==> src/rtl/ospfb_phasecomp.sv <==
// ospfb_phasecomp: phase-compensation stage between the polyphase FIR
// datapath and the FFT. Each frame of FFT_LEN filter sums is captured into
// one half of a ping-pong RAM and re-emitted circularly rotated by a per-frame
// shift that advances by (FFT_LEN - DEC_FAC) mod FFT_LEN every frame.
//
// Handshake: vin/vout are plain valid strobes. There is no ready signal on
// either side, so every vin=1 sample is accepted and every vout=1 sample must
// be consumed that cycle.
//
// Optional feature (macro OSPFB_PHASECOMP_BYPASS_EN): adds input `bypass`,
// sampled on the frame-completion cycle. A bypassed frame is emitted
// unrotated with shift_o=0, while the rotation schedule keeps advancing.
module ospfb_phasecomp #(
    parameter int WIDTH   = 16,
    parameter int FFT_LEN = 32,
    parameter int DEC_FAC = 24
) (
    input  logic                        clk,
    input  logic                        rst,
    input  logic                        vin,
    input  logic signed [WIDTH-1:0]     din,
`ifdef OSPFB_PHASECOMP_BYPASS_EN
    input  logic                        bypass,
`endif
    output logic                        vout,
    output logic signed [WIDTH-1:0]     dout,
    output logic                        vlast,
    output logic [$clog2(FFT_LEN)-1:0]  shift_o
);

    localparam int AW = $clog2(FFT_LEN);
    localparam logic [AW-1:0] LAST_IDX = AW'(FFT_LEN - 1);
    // Per-frame rotation increment; wraps naturally in AW bits since M is a power of two.
    localparam logic [AW-1:0] STEP = AW'(FFT_LEN - DEC_FAC);

    typedef enum logic {
        IDLE = 1'b0,
        READ = 1'b1
    } state_t;

    // Ping-pong storage: address = {bank, index}.
    logic [WIDTH-1:0] mem [0:2*FFT_LEN-1];

    // Write side
    logic [AW-1:0] wr_idx;
    logic          wr_bank;
    logic [AW-1:0] next_shift;
    logic          frame_done;

    // Read side
    state_t        state;
    logic [AW-1:0] rd_idx;
    logic          rd_bank;
    logic [AW-1:0] frame_shift;
    logic [AW-1:0] rd_addr;
    logic [AW-1:0] apply_shift;

    // Read pipeline stage (aligned with the synchronous RAM output)
    logic [WIDTH-1:0] ram_q;
    logic             rd_v;
    logic             rd_last;
    logic [AW-1:0]    rd_shift;

    assign frame_done = vin && (wr_idx == LAST_IDX);
    assign rd_addr    = rd_idx + frame_shift;

`ifdef OSPFB_PHASECOMP_BYPASS_EN
    assign apply_shift = bypass ? '0 : next_shift;
`else
    assign apply_shift = next_shift;
`endif

    // Write pointer, bank select and rotation schedule.
    always_ff @(posedge clk) begin
        if (rst) begin
            wr_idx     <= '0;
            wr_bank    <= 1'b0;
            next_shift <= '0;
        end else if (vin) begin
            wr_idx <= wr_idx + 1'b1;
            if (frame_done) begin
                wr_bank    <= ~wr_bank;
                next_shift <= next_shift + STEP;
            end
        end
    end

    // RAM write port; contents are intentionally not reset.
    always_ff @(posedge clk) begin
        if (vin && !rst) begin
            mem[{wr_bank, wr_idx}] <= din;
        end
    end

    // Read FSM: drains the completed bank starting at the frame's rotation offset.
    always_ff @(posedge clk) begin
        if (rst) begin
            state       <= IDLE;
            rd_idx      <= '0;
            rd_bank     <= 1'b0;
            frame_shift <= '0;
            rd_v        <= 1'b0;
            rd_last     <= 1'b0;
            rd_shift    <= '0;
        end else begin
            rd_v     <= (state == READ);
            rd_last  <= (state == READ) && (rd_idx == LAST_IDX);
            rd_shift <= frame_shift;
            if (frame_done) begin
                // Completion takes priority so a frame ending on the last read
                // issue chains straight into the next frame with no bubble.
                state       <= READ;
                rd_idx      <= '0;
                rd_bank     <= wr_bank;
                frame_shift <= apply_shift;
            end else if (state == READ) begin
                rd_idx <= rd_idx + 1'b1;
                if (rd_idx == LAST_IDX) begin
                    state <= IDLE;
                end
            end
        end
    end

    // Synchronous RAM read port.
    always_ff @(posedge clk) begin
        ram_q <= mem[{rd_bank, rd_addr}];
    end

    // Output register: one cycle after the RAM read.
    always_ff @(posedge clk) begin
        if (rst) begin
            vout    <= 1'b0;
            vlast   <= 1'b0;
            dout    <= '0;
            shift_o <= '0;
        end else begin
            vout  <= rd_v;
            vlast <= rd_last;
            if (rd_v) begin
                dout    <= $signed(ram_q);
                shift_o <= rd_shift;
            end
        end
    end

endmodule

==> config.mk <==
export PLATFORM = sky130hd
export DESIGN_NAME = ospfb_phasecomp
export DESIGN_NICKNAME = d
export VERILOG_FILES = /design/src/rtl/ospfb_phasecomp.sv
export SDC_FILE = /design/constraint.sdc
export NUM_CORES = 1
export LEC_CHECK = 0
export CAP_MARGIN = 5
export CORE_UTILIZATION = 37
export DETAILED_ROUTE_END_ITERATION = 10
export SYNTH_ARGS = -nofsm -noshare
export SYNTH_HDL_FRONTEND = slang
export SYNTH_SLANG_ARGS = --single-unit
==> constraint.sdc <==
create_clock -name clk -period 3.7 [get_ports clk]
set_input_delay 0.555 -clock clk [delete_from_list [all_inputs] [get_ports clk]]
set_output_delay 0.555 -clock clk [all_outputs]
set_load 0.01 [all_outputs]
==> out/qor.csv, run 1 <==
metric,value,unit
run_status,"complete, no violations",
detail_route_antenna_nets,0,
layout_min_cycle_time,3.12,ns
min_period_over_period,0.844,
p_per_area,519,nW/um^2
max-vdd-ir-drop,368,uV
synth.area.top_cells,"sky130_fd_sc_hd__edfxtp_1 (75%), sky130_fd_sc_hd__mux4_2 (15%), sky130_fd_sc_hd__dfxtp_1 (2.8%)",
post_cts_hold_buffer_count,0,
yosysTopAreaCellShare,0.746,
place_area,44000,sq um
layout-drive-gt1-share,0.274,
vias,19300,
drtPass1Iterations,5,
cts.sinks,1081,
buffer_ports.inserted,38,
clock-skew-final,0.0240,ns
timing.critical_path.to_type,flop,
placeableCoreArea,111000,sq um
type_of_the_setup_path_with_the_least_slack,reg -> reg,
die_height,336,um
num-nets-final,2047,
maxClockFrequency,320,MHz
report.final.setup_viol,0,
initial_cell_density_of_the_core,0.373,
grt_max_degree,65,
cts_made_buffers,107,
yosys_most_used_dff,sky130_fd_sc_hd__edfxtp_1,
cts.repair.resized,0,
sequential_cell_area_fraction_in_the_yosys_report,0.774,
seqCellArea,31900,sq um
slew_violations,0,
route.detailed.drc,0,
grt_pass1_wl,140000,um
routedWlPerCell,26.6,um
rsz0062_at_grt,no,
io_pins,42,
grt_pass1_vias,19600,
synthesized_area_per_cell,22.2,sq um
synthArstFlopShare,0,
drt-vias-per-instance,5.34,
rd_place_congestion,0.838,
crit_arrival,3.73,ns
grtUsageTotal,0.171,
number_of_antenna_violations_at_the_first_check_in_global_routing,4,
die_area,113000,sq um
synth-warning-count,0,
global_route.overflow_total,0,
worst_ep_required_time,4.31,ns
worst_pin_slew,1.23,ns
max-clock-path-buffers,3,
post-route-cell-area,47500,sq um
detailedPlacementHpwl,59900,um
filler_cell_count,9438,
std_cell_rows,122,
critical_path.startpoint_type,flop,
mostFrequentLayoutCells,"sky130_fd_sc_hd__edfxtp_1 (1024), sky130_fd_sc_hd__mux4_2 (266), sky130_fd_sc_hd__nor2_1 (113)",
path_max_fanout,23,
wl,95700,um
worstSkewPairLatency,0.68,ns
yosys.area.top_type,sky130_fd_sc_hd__edfxtp_1,
final.setup.tns,0,ns
area_delta_synth_final,15.3,%
cts_tree,built,
postSynthRegisterBits,1081,
ctsHtreeMaxLevel,3,
mostFrequentLayoutCell,sky130_fd_sc_hd__edfxtp_1,
synth_edf_count,1024,
leakagePower,14.3,nW
synth_cells,1859,
tightest_slew_margin_relative_to_the_limit,0.178,
maxCapViolCount,0,
cts_post_setup_buffers_inserted,0,
die_w,336,um
clkTransAtPathRegs,0.06,ns
synth_area,41200,sq um
clk_root_buffer_cell,sky130_fd_sc_hd__clkbuf_16,
hold_class,in -> reg,
report.final.hold_viol_count,0,
post-route-worst-setup-slack,0.576,ns
multi_input_area,8780,sq um
setup_slack_placement,0.633,ns
yosys.cell_types.count,42,
dr.first_iter.drc_count,2144,
==> path summary, 6_finish.rpt <==
path                end  cells past startpoint  slack [ns]  startpoint
min          mem[4][10]                      2        0.40     din[10]
max            ram_q[2]                      6        0.58   rd_idx[3]
max reg2reg    ram_q[2]                      6        0.58   rd_idx[3]
min reg2reg       vlast                      1        0.46     rd_last
==> cell families after synthesis <==
kind of cell,share of synthesized area
buf+inv,0.0137
other cells,0.0000910
simple gates,0.0247
flops,0.774
compound gates,0.0134
mux,0.170
xor+xnor,0.00304
fa+ha+maj,0.00152
==> cells in the mapped netlist (all sizes together), types with 4 or more instances <==
master / instances
o211ai: 4
a311oi: 4
nor2b: 8
and3: 5
nand2: 22
nor3: 16
mux2: 4
edfxtp: 1024
ha: 5
dfxtp: 57
nand3: 35
mux4: 273
a21oi: 6
mux2i: 77
and2: 4
clkbuf: 35
nor2: 117
nand4: 4
nand2b: 5
xor2: 7
a22oi: 53
buf: 71
nand3b: 4
==> routing by layer <==
layer / vias up / wire length [um] / GRT usage
li1: 8119 / - / -
met2: 676 / 45400 / 0.268
met5: - / 0 / 0
met4: 0 / 2550 / 0.0476
met3: 153 / 6300 / 0.0317
met1: 10300 / 41500 / 0.245
==> critical path, cell delays in order, from the launching register on <==
cell and delay, ns:
sky130_fd_sc_hd__dfxtp_1 0.38, sky130_fd_sc_hd__ha_2 0.45, sky130_fd_sc_hd__nor2_1 0.99, sky130_fd_sc_hd__a22oi_1 0.41
sky130_fd_sc_hd__and3_1 0.33, sky130_fd_sc_hd__a311oi_1 0.31, sky130_fd_sc_hd__a311o_1 0.17
==> cell type report <==
| type | instances | area share |
|---|---|---|
| clock buffer | 133 | 0.0604 |
| sequential | 1081 | 0.672 |
| clock inverter | 65 | 0.0143 |
| tap | 1488 | 0.0392 |
| antenna | 2 | 0.000105 |
| timing repair buffer | 159 | 0.0297 |
| multi-input combinational | 674 | 0.185 |
==> registers in the layout (all words and copies together) (netlist names), 2 cells and up <==
register and flops:
apply_shift 2, dout 16, frame_shift 2, mem 1024, ram_q 16, rd_idx 5, rd_shift 2, shift_o 2
wr_idx 5
==> metrics by stage <==
stage          utilization  hold slack, ns  power (mW)  cells
6_report             0.430           0.399        24.7   3602
5_1_grt              0.430           0.392        25.3   3601
4_1_cts              0.430           0.374        24.9   3600
3_5_place_dp         0.398           0.461        14.0   3402
3_3_place_gp         0.398           0.459        14.0   3402
2_1_floorplan            -           0.414        13.7   1861
==> report_power, final <==
group          internal, mW  leakage, nW  switching (mW)  total, mW
sequential             13.4         9.67          0.0282       13.4
combinational        0.0545         2.94           0.269      0.324
clock                  6.34         1.69            4.56       10.9
total                  19.8         14.3            4.86       24.7
Note: power is estimated with default switching activity, not from simulation.
==> inputs of run 2 (changes only) <==
==> constraint.sdc (replaced) <==
create_clock -name clk -period 2.6 [get_ports clk]
set_input_delay 0.39 -clock clk [delete_from_list [all_inputs] [get_ports clk]]
set_output_delay 0.39 -clock clk [all_outputs]
set_load 0.01 [all_outputs]
==> run 2 against run 1 <==
Combinational power up 47%. Largest power group unchanged. Clock power up 38%. Global-route usage rose by 0.32 points. Register-to-register slack got worse by 0.50 ns. Power rose by 40%. Critical path depth is the same.
==> out/qor.csv, run 2 (synthesis results as in run 1) <==
metric,value,unit,change
area_delta_synth_final,17.5,%,
comb_power_share,0.014,,about the same
die_w,336,um,unchanged
mostFrequentLayoutCells,"sky130_fd_sc_hd__edfxtp_1 (1024), sky130_fd_sc_hd__mux4_2 (266), sky130_fd_sc_hd__buf_4 (134)",,
die_height,336,um,unchanged
run_status,"complete, no violations",,
rd_place_congestion,0.888,,+6.0%
maxCapViolCount,0,,unchanged
grt_pass1_vias,20000,,+2.1%
reg2reg_to,ram_q[8],,
ctsHtreeMaxLevel,3,,unchanged
layout-drive-gt1-share,0.297,,+0.0231
max-vdd-ir-drop,512,uV,+39%
setup_slack_placement,-0.106,ns,-0.739 ns
regToRegSetupSlack,0.08,ns,-0.50 ns
cp_slowest_cell,sky130_fd_sc_hd__mux4_2,,
leakagePower,14.8,nW,+3.2%
regMostFlops,mem,,
detailedPlacementHpwl,61000,um,+1.7%
mostFrequentLayoutCell,sky130_fd_sc_hd__edfxtp_1,,
cts_made_buffers,109,,+1.9%
largest_registers,"mem: 1024 flops, dout: 16 flops, ram_q: 16 flops",,
worst_ep_required_time,3.17,ns,-1.14 ns
tightest_slew_margin_relative_to_the_limit,0.458,,+0.280
die_area,113000,sq um,unchanged
critical_path.startpoint_type,flop,,
rsz0062_at_grt,no,,
path_max_fanout,24,,+4.3%
grt_max_degree,65,,unchanged
drtPass1Iterations,5,,unchanged
post_cts_hold_buffer_count,0,,unchanged
number_of_antenna_violations_at_the_first_check_in_global_routing,3,,-1
crit_path_end,ram_q[8],,
r2r-start,rd_idx[0],,
sequentialPowerShare,0.553,,+0.008
max-clock-path-buffers,3,,unchanged
io_pins,42,,unchanged
post-route-worst-setup-slack,0.0775,ns,-0.498 ns
grtUsageTotal,0.174,,+0.00318
critical-path-top-cell-by-count,sky130_fd_sc_hd__mux4_2,,
maxClockFrequency,396,MHz,+24%
dr.first_iter.drc_count,2340,,+9.1%
global_route.overflow_total,0,,unchanged
place_area,45000,sq um,+2.4%
clk_root_buffer_cell,sky130_fd_sc_hd__clkbuf_16,,
min_period_over_period,0.970,,+0.126
report.final.hold_viol_count,0,,unchanged
p_per_area,713,nW/um^2,+37%
std_cell_rows,122,,unchanged
crit_arrival,3.09,ns,-0.64 ns
cts_post_setup_buffers_inserted,0,,unchanged
timing.critical_path.to_type,flop,,
routedWlPerCell,26.5,um,-0.21%
power_share_of_the_clock_group,0.433,,-0.009
worst_pin_slew,0.813,ns,-0.416 ns
sw_frac_of_total,0.197,,about the same
cellInternalPower,27.7,mW,+40%
largest_register_ff_count,1024,,unchanged
post-route-cell-area,48400,sq um,+1.9%
switchingPower,6.80,mW,+40%
worstRegToRegCells,6,,unchanged
drt-vias-per-instance,5.36,,+0.28%
num-nets-final,2119,,+3.5%
finalCoreUtilization,0.438,,+0.00828
vias,19700,,+2.1%
detail_route_antenna_nets,0,,unchanged
report.final.setup_viol,0,,unchanged
placeableCoreArea,111000,sq um,unchanged
grt_pass1_wl,141000,um,+1.3%
hold_class,in -> reg,,
filler_cell_count,9368,,-0.74%
initial_cell_density_of_the_core,0.373,,unchanged
cts_tree,built,,
seqCellArea,31900,sq um,unchanged
type_of_the_setup_path_with_the_least_slack,reg -> reg,,
layout_min_cycle_time,2.52,ns,-0.602 ns
slew_violations,0,,unchanged
wl,97300,um,+1.6%
worstSkewPairLatency,0.69,ns,about the same
route.detailed.drc,0,,unchanged
cts.sinks,1081,,unchanged
crit_chain,buf_16 -> buf_12 -> mux4_2 -> mux4_2 -> nor3_2 -> nor2_1,,
cp-startpoint,rd_idx[0],,
buffer_ports.inserted,38,,unchanged
hold_ws,0.110,ns,-0.289 ns
multi_input_area,8820,sq um,+0.48%
clkTransAtPathRegs,0.06,ns,about the same
clock-skew-final,0.0219,ns,-0.00214 ns
max_stage_delay,0.60,ns,-0.39 ns
==> run 2: changes by cell type in the layout (fill, tap and decap cells not counted), moves of 2 or more <==
cell / delta
sky130_fd_sc_hd__clkbuf_16: +2
sky130_fd_sc_hd__buf_4: +29
sky130_fd_sc_hd__clkbuf_1: +11
sky130_fd_sc_hd__nor3_1: -5
sky130_fd_sc_hd__nor2_1: -4
sky130_fd_sc_hd__nor2_2: +4
sky130_fd_sc_hd__buf_12: +40
sky130_fd_sc_hd__bufinv_16: -5
sky130_fd_sc_hd__mux2i_1: -2
sky130_fd_sc_hd__clkbuf_8: -3
sky130_fd_sc_hd__nor3_2: +5
sky130_fd_sc_hd__mux2i_2: +2
sky130_fd_sc_hd__clkinvlp_4: -11
sky130_fd_sc_hd__clkinv_2: +3
==> run 2: critical path: cells and delay by family, from the launching register on <==
family                 cells  cell delay (ns)
multiplexers               2             1.14
buffers and inverters      2             0.49
flip-flops                 1             0.48
AND/OR/NAND/NOR            2             0.28
==> run 2: power groups by stage <==
stage / Sequential [mW] / Clock (mW) / Combinational [mW]
final: 19.1 / 15.0 / 0.476
after global routing: 19.1 / 15.8 / 0.512
after CTS: 19.1 / 15.2 / 0.484
after detailed placement: 19.5 / 0 / 0.483
after global placement: 19.5 / 0 / 0.452
after floorplan: 19.5 / 0 / 0.0907
==> run 2: layout make-up <==
class | instances | share of cell area
clock buffers | 143 | 0.0603
diodes | 1 | 0.0000517
multi-input cells | 674 | 0.182
well taps | 1488 | 0.0384
clock inverters | 53 | 0.00953
flip-flops and latches | 1081 | 0.659
repair buffers | 229 | 0.0506
==> run 2: what timing repair did <==
action | in CTS | in global routing
setup endpoints to repair | 3 | 5
cloned | 0 | 0
resized for setup | 3 | 5
==> run 2: stage by stage <==
stage / TNS [ns] / power, mW / instances
floorplan: 0 / 19.6 / 1861
global placement: -0.0893 / 19.9 / 3472
finish: 0 / 34.5 / 3669
detailed placement: -0.142 / 20.0 / 3472
CTS: 0 / 34.8 / 3668
global route: 0 / 35.4 / 3669
==> run 2: worst min path at each step <==
stage / start / to / slack, ns / depth (start not counted)
floorplan: rd_last / vlast / 0.41 / 1
global placement: rd_last / vlast / 0.46 / 1
detailed placement: ram_q[14] / dout[14] / 0.47 / 2
CTS: din[9] / mem[29][9] / 0.09 / 1
global route: din[9] / mem[28][9] / 0.09 / 1
finish: din[9] / mem[28][9] / 0.11 / 1
==> run 2: metal layers <==
| layer | wire length (um) | track usage | vias to the layer above |
|---|---|---|---|
| met5 | 13 | 0 | - |
| met4 | 3160 | 0.0605 | 2 |
| met3 | 6160 | 0.0288 | 163 |
| met2 | 46300 | 0.275 | 672 |
| met1 | 41700 | 0.245 | 10600 |
| li1 | - | - | 8267 |
==> inputs of run 3 (changes only) <==
--- a/config.mk
+++ b/config.mk
@@ -8,6 +8,7 @@
 export CAP_MARGIN = 5
 export CORE_UTILIZATION = 37
 export DETAILED_ROUTE_END_ITERATION = 10
+export PLACE_DENSITY_LB_ADDON = 0.05
 export SYNTH_ARGS = -nofsm -noshare
 export SYNTH_HDL_FRONTEND = slang
 export SYNTH_SLANG_ARGS = --single-unit
==> run 3 against run 2 <==
Clock skew is 0.010 ns higher. Sequential power hardly changed. First-iteration DRC count is 29% lower.
==> out/qor.csv, run 3 (synthesis results as in run 1) <==
metric,value,unit,change
cp-startpoint,rd_idx[0],,
finalCoreUtilization,0.452,,+0.0136
grt_max_degree,65,,unchanged
post_cts_hold_buffer_count,0,,unchanged
power_share_of_the_clock_group,0.456,,+0.023
final.setup.tns,0,ns,unchanged
vias,19700,,+0.33%
regToRegSetupSlack,0.07,ns,about the same
max-vdd-ir-drop,467,uV,-8.8%
area_delta_synth_final,21.2,%,
layout-drive-gt1-share,0.341,,+0.0447
std_cell_rows,122,,unchanged
run_status,"complete, no violations",,
route.detailed.drc,0,,unchanged
hold_class,in -> reg,,
power.total,36.1,mW,+4.4%
max-clock-path-buffers,3,,unchanged
largest_register_ff_count,1024,,unchanged
layout_min_cycle_time,2.53,ns,+0.00900 ns
grt_pass1_vias,20700,,+3.6%
type_of_the_setup_path_with_the_least_slack,reg -> reg,,
sequentialPowerShare,0.530,,-0.023
maxCapViolCount,0,,unchanged
drtPass1Iterations,5,,unchanged
regMostFlops,mem,,
place_area,46000,sq um,+2.2%
die_area,113000,sq um,unchanged
clock-skew-final,0.0319,ns,+0.0100 ns
cts_tree,built,,
hold_ws,0.0476,ns,-0.0625 ns
crit_path_end,ram_q[10],,
reg2reg_to,ram_q[10],,
p_per_area,723,nW/um^2,+1.3%
switchingPower,7.07,mW,+3.9%
min_period_over_period,0.974,,+0.00346
num-nets-final,2187,,+3.2%
cellInternalPower,29.0,mW,+4.5%
worstSkewPairLatency,0.69,ns,about the same
worst_pin_slew,0.984,ns,+0.171 ns
critical_path.startpoint_type,flop,,
maxClockFrequency,395,MHz,-0.36%
sw_frac_of_total,0.196,,-0.000927
wl,110000,um,+13%
grt_pass1_wl,158000,um,+12%
worstRegToRegCells,10,,+4
buffer_ports.inserted,38,,unchanged
report.final.setup_viol,0,,unchanged
die_height,336,um,unchanged
cts.sinks,1081,,unchanged
placeableCoreArea,111000,sq um,unchanged
tightest_slew_margin_relative_to_the_limit,0.344,,-0.114
grtUsageTotal,0.200,,+0.0256
cts_made_buffers,115,,+5.5%
rd_place_congestion,0.775,,-13%
comb_power_share,0.014,,about the same
global_route.overflow_total,0,,unchanged
drt-vias-per-instance,5.27,,-1.7%
number_of_antenna_violations_at_the_first_check_in_global_routing,4,,+1
timing.critical_path.to_type,flop,,
initial_cell_density_of_the_core,0.373,,unchanged
crit_arrival,3.11,ns,+0.02 ns
dr.first_iter.drc_count,1672,,-29%
mostFrequentLayoutCells,"sky130_fd_sc_hd__edfxtp_1 (1024), sky130_fd_sc_hd__mux4_2 (266), sky130_fd_sc_hd__buf_4 (157)",,
leakagePower,15.4,nW,+4.2%
detailedPlacementHpwl,66800,um,+9.5%
r2r-start,rd_idx[0],,
post-route-cell-area,49900,sq um,+3.1%
clk_root_buffer_cell,sky130_fd_sc_hd__clkbuf_16,,
io_pins,42,,unchanged
routedWlPerCell,29.5,um,+11%
slew_violations,0,,unchanged
die_w,336,um,unchanged
largest_registers,"mem: 1024 flops, dout: 16 flops, ram_q: 16 flops",,
path_max_fanout,15,,-38%
worst_ep_required_time,3.18,ns,about the same
clkTransAtPathRegs,0.06,ns,about the same
detail_route_antenna_nets,0,,unchanged
mostFrequentLayoutCell,sky130_fd_sc_hd__edfxtp_1,,
ctsHtreeMaxLevel,3,,unchanged
report.final.hold_viol_count,0,,unchanged
==> run 3: repair_timing <==
item | in CTS | in global routing
cloned | 1 | 0
hold endpoints to repair | 0 | 0
buffers inserted | 2 | 1
resized for setup | 17 | 3
endpoints found under the setup margin | 12 | 5
==> run 3: worst min path at each step <==
| stage | startpoint | end | cells past startpoint |
|---|---|---|---|
| finish | rst | dout[0] | 2 |
| global route | rst | dout[0] | 2 |
| CTS | rst | dout[0] | 2 |
| detailed placement | rd_last | vlast | 1 |
| global placement | rd_last | vlast | 1 |
| floorplan | rd_last | vlast | 1 |
==> run 3: layout make-up <==
| cell class | instances | area [sq um] |
|---|---|---|
| Clock inverter | 63 | 687 |
| Fill cell | 9396 | 60600 |
| Timing Repair Buffer | 291 | 3410 |
| Multi-Input combinational cell | 674 | 8970 |
| Antenna cell | 2 | 5.00 |
| Sequential cell | 1081 | 31900 |
| Tap cell | 1488 | 1860 |
| Clock buffer | 146 | 3090 |
==> run 3: critical path, cell delays in order, from the launching register on <==
cell and delay [ns]:
sky130_fd_sc_hd__dfxtp_4 0.44, sky130_fd_sc_hd__buf_4 0.15, sky130_fd_sc_hd__buf_12 0.17, sky130_fd_sc_hd__mux4_2 0.51
sky130_fd_sc_hd__a22oi_1 0.20, sky130_fd_sc_hd__buf_4 0.17, sky130_fd_sc_hd__nand3_1 0.21, sky130_fd_sc_hd__buf_4 0.23
sky130_fd_sc_hd__nand3_1 0.10, sky130_fd_sc_hd__buf_4 0.15, sky130_fd_sc_hd__nor2_1 0.05
==> run 3: metrics by stage <==
step / instances / worst slack [ns]
after floorplan: 1861 / 0.187
after global placement: 3531 / -0.248
after detailed placement: 3531 / -0.246
after CTS: 3743 / 0.00478
after global routing: 3743 / -0.00209
final: 3745 / 0.0685
==> run 3: power by group through the flow <==
stage	Sequential, mW	Combinational (mW)	Clock (mW)
2_1_floorplan	19.5	0.0907	0
3_3_place_gp	19.5	0.510	0
3_5_place_dp	19.5	0.533	0
4_1_cts	19.1	0.534	16.9
5_1_grt	19.1	0.561	17.5
6_report	19.1	0.518	16.4
==> run 3: metal layers <==
layer	up-vias	global-route usage	routed length, um
li1	8402	-	-
met1	10800	0.284	49900
met2	439	0.327	53700
met3	124	0.0266	4790
met4	0	0.0476	1960
met5	-	0	0
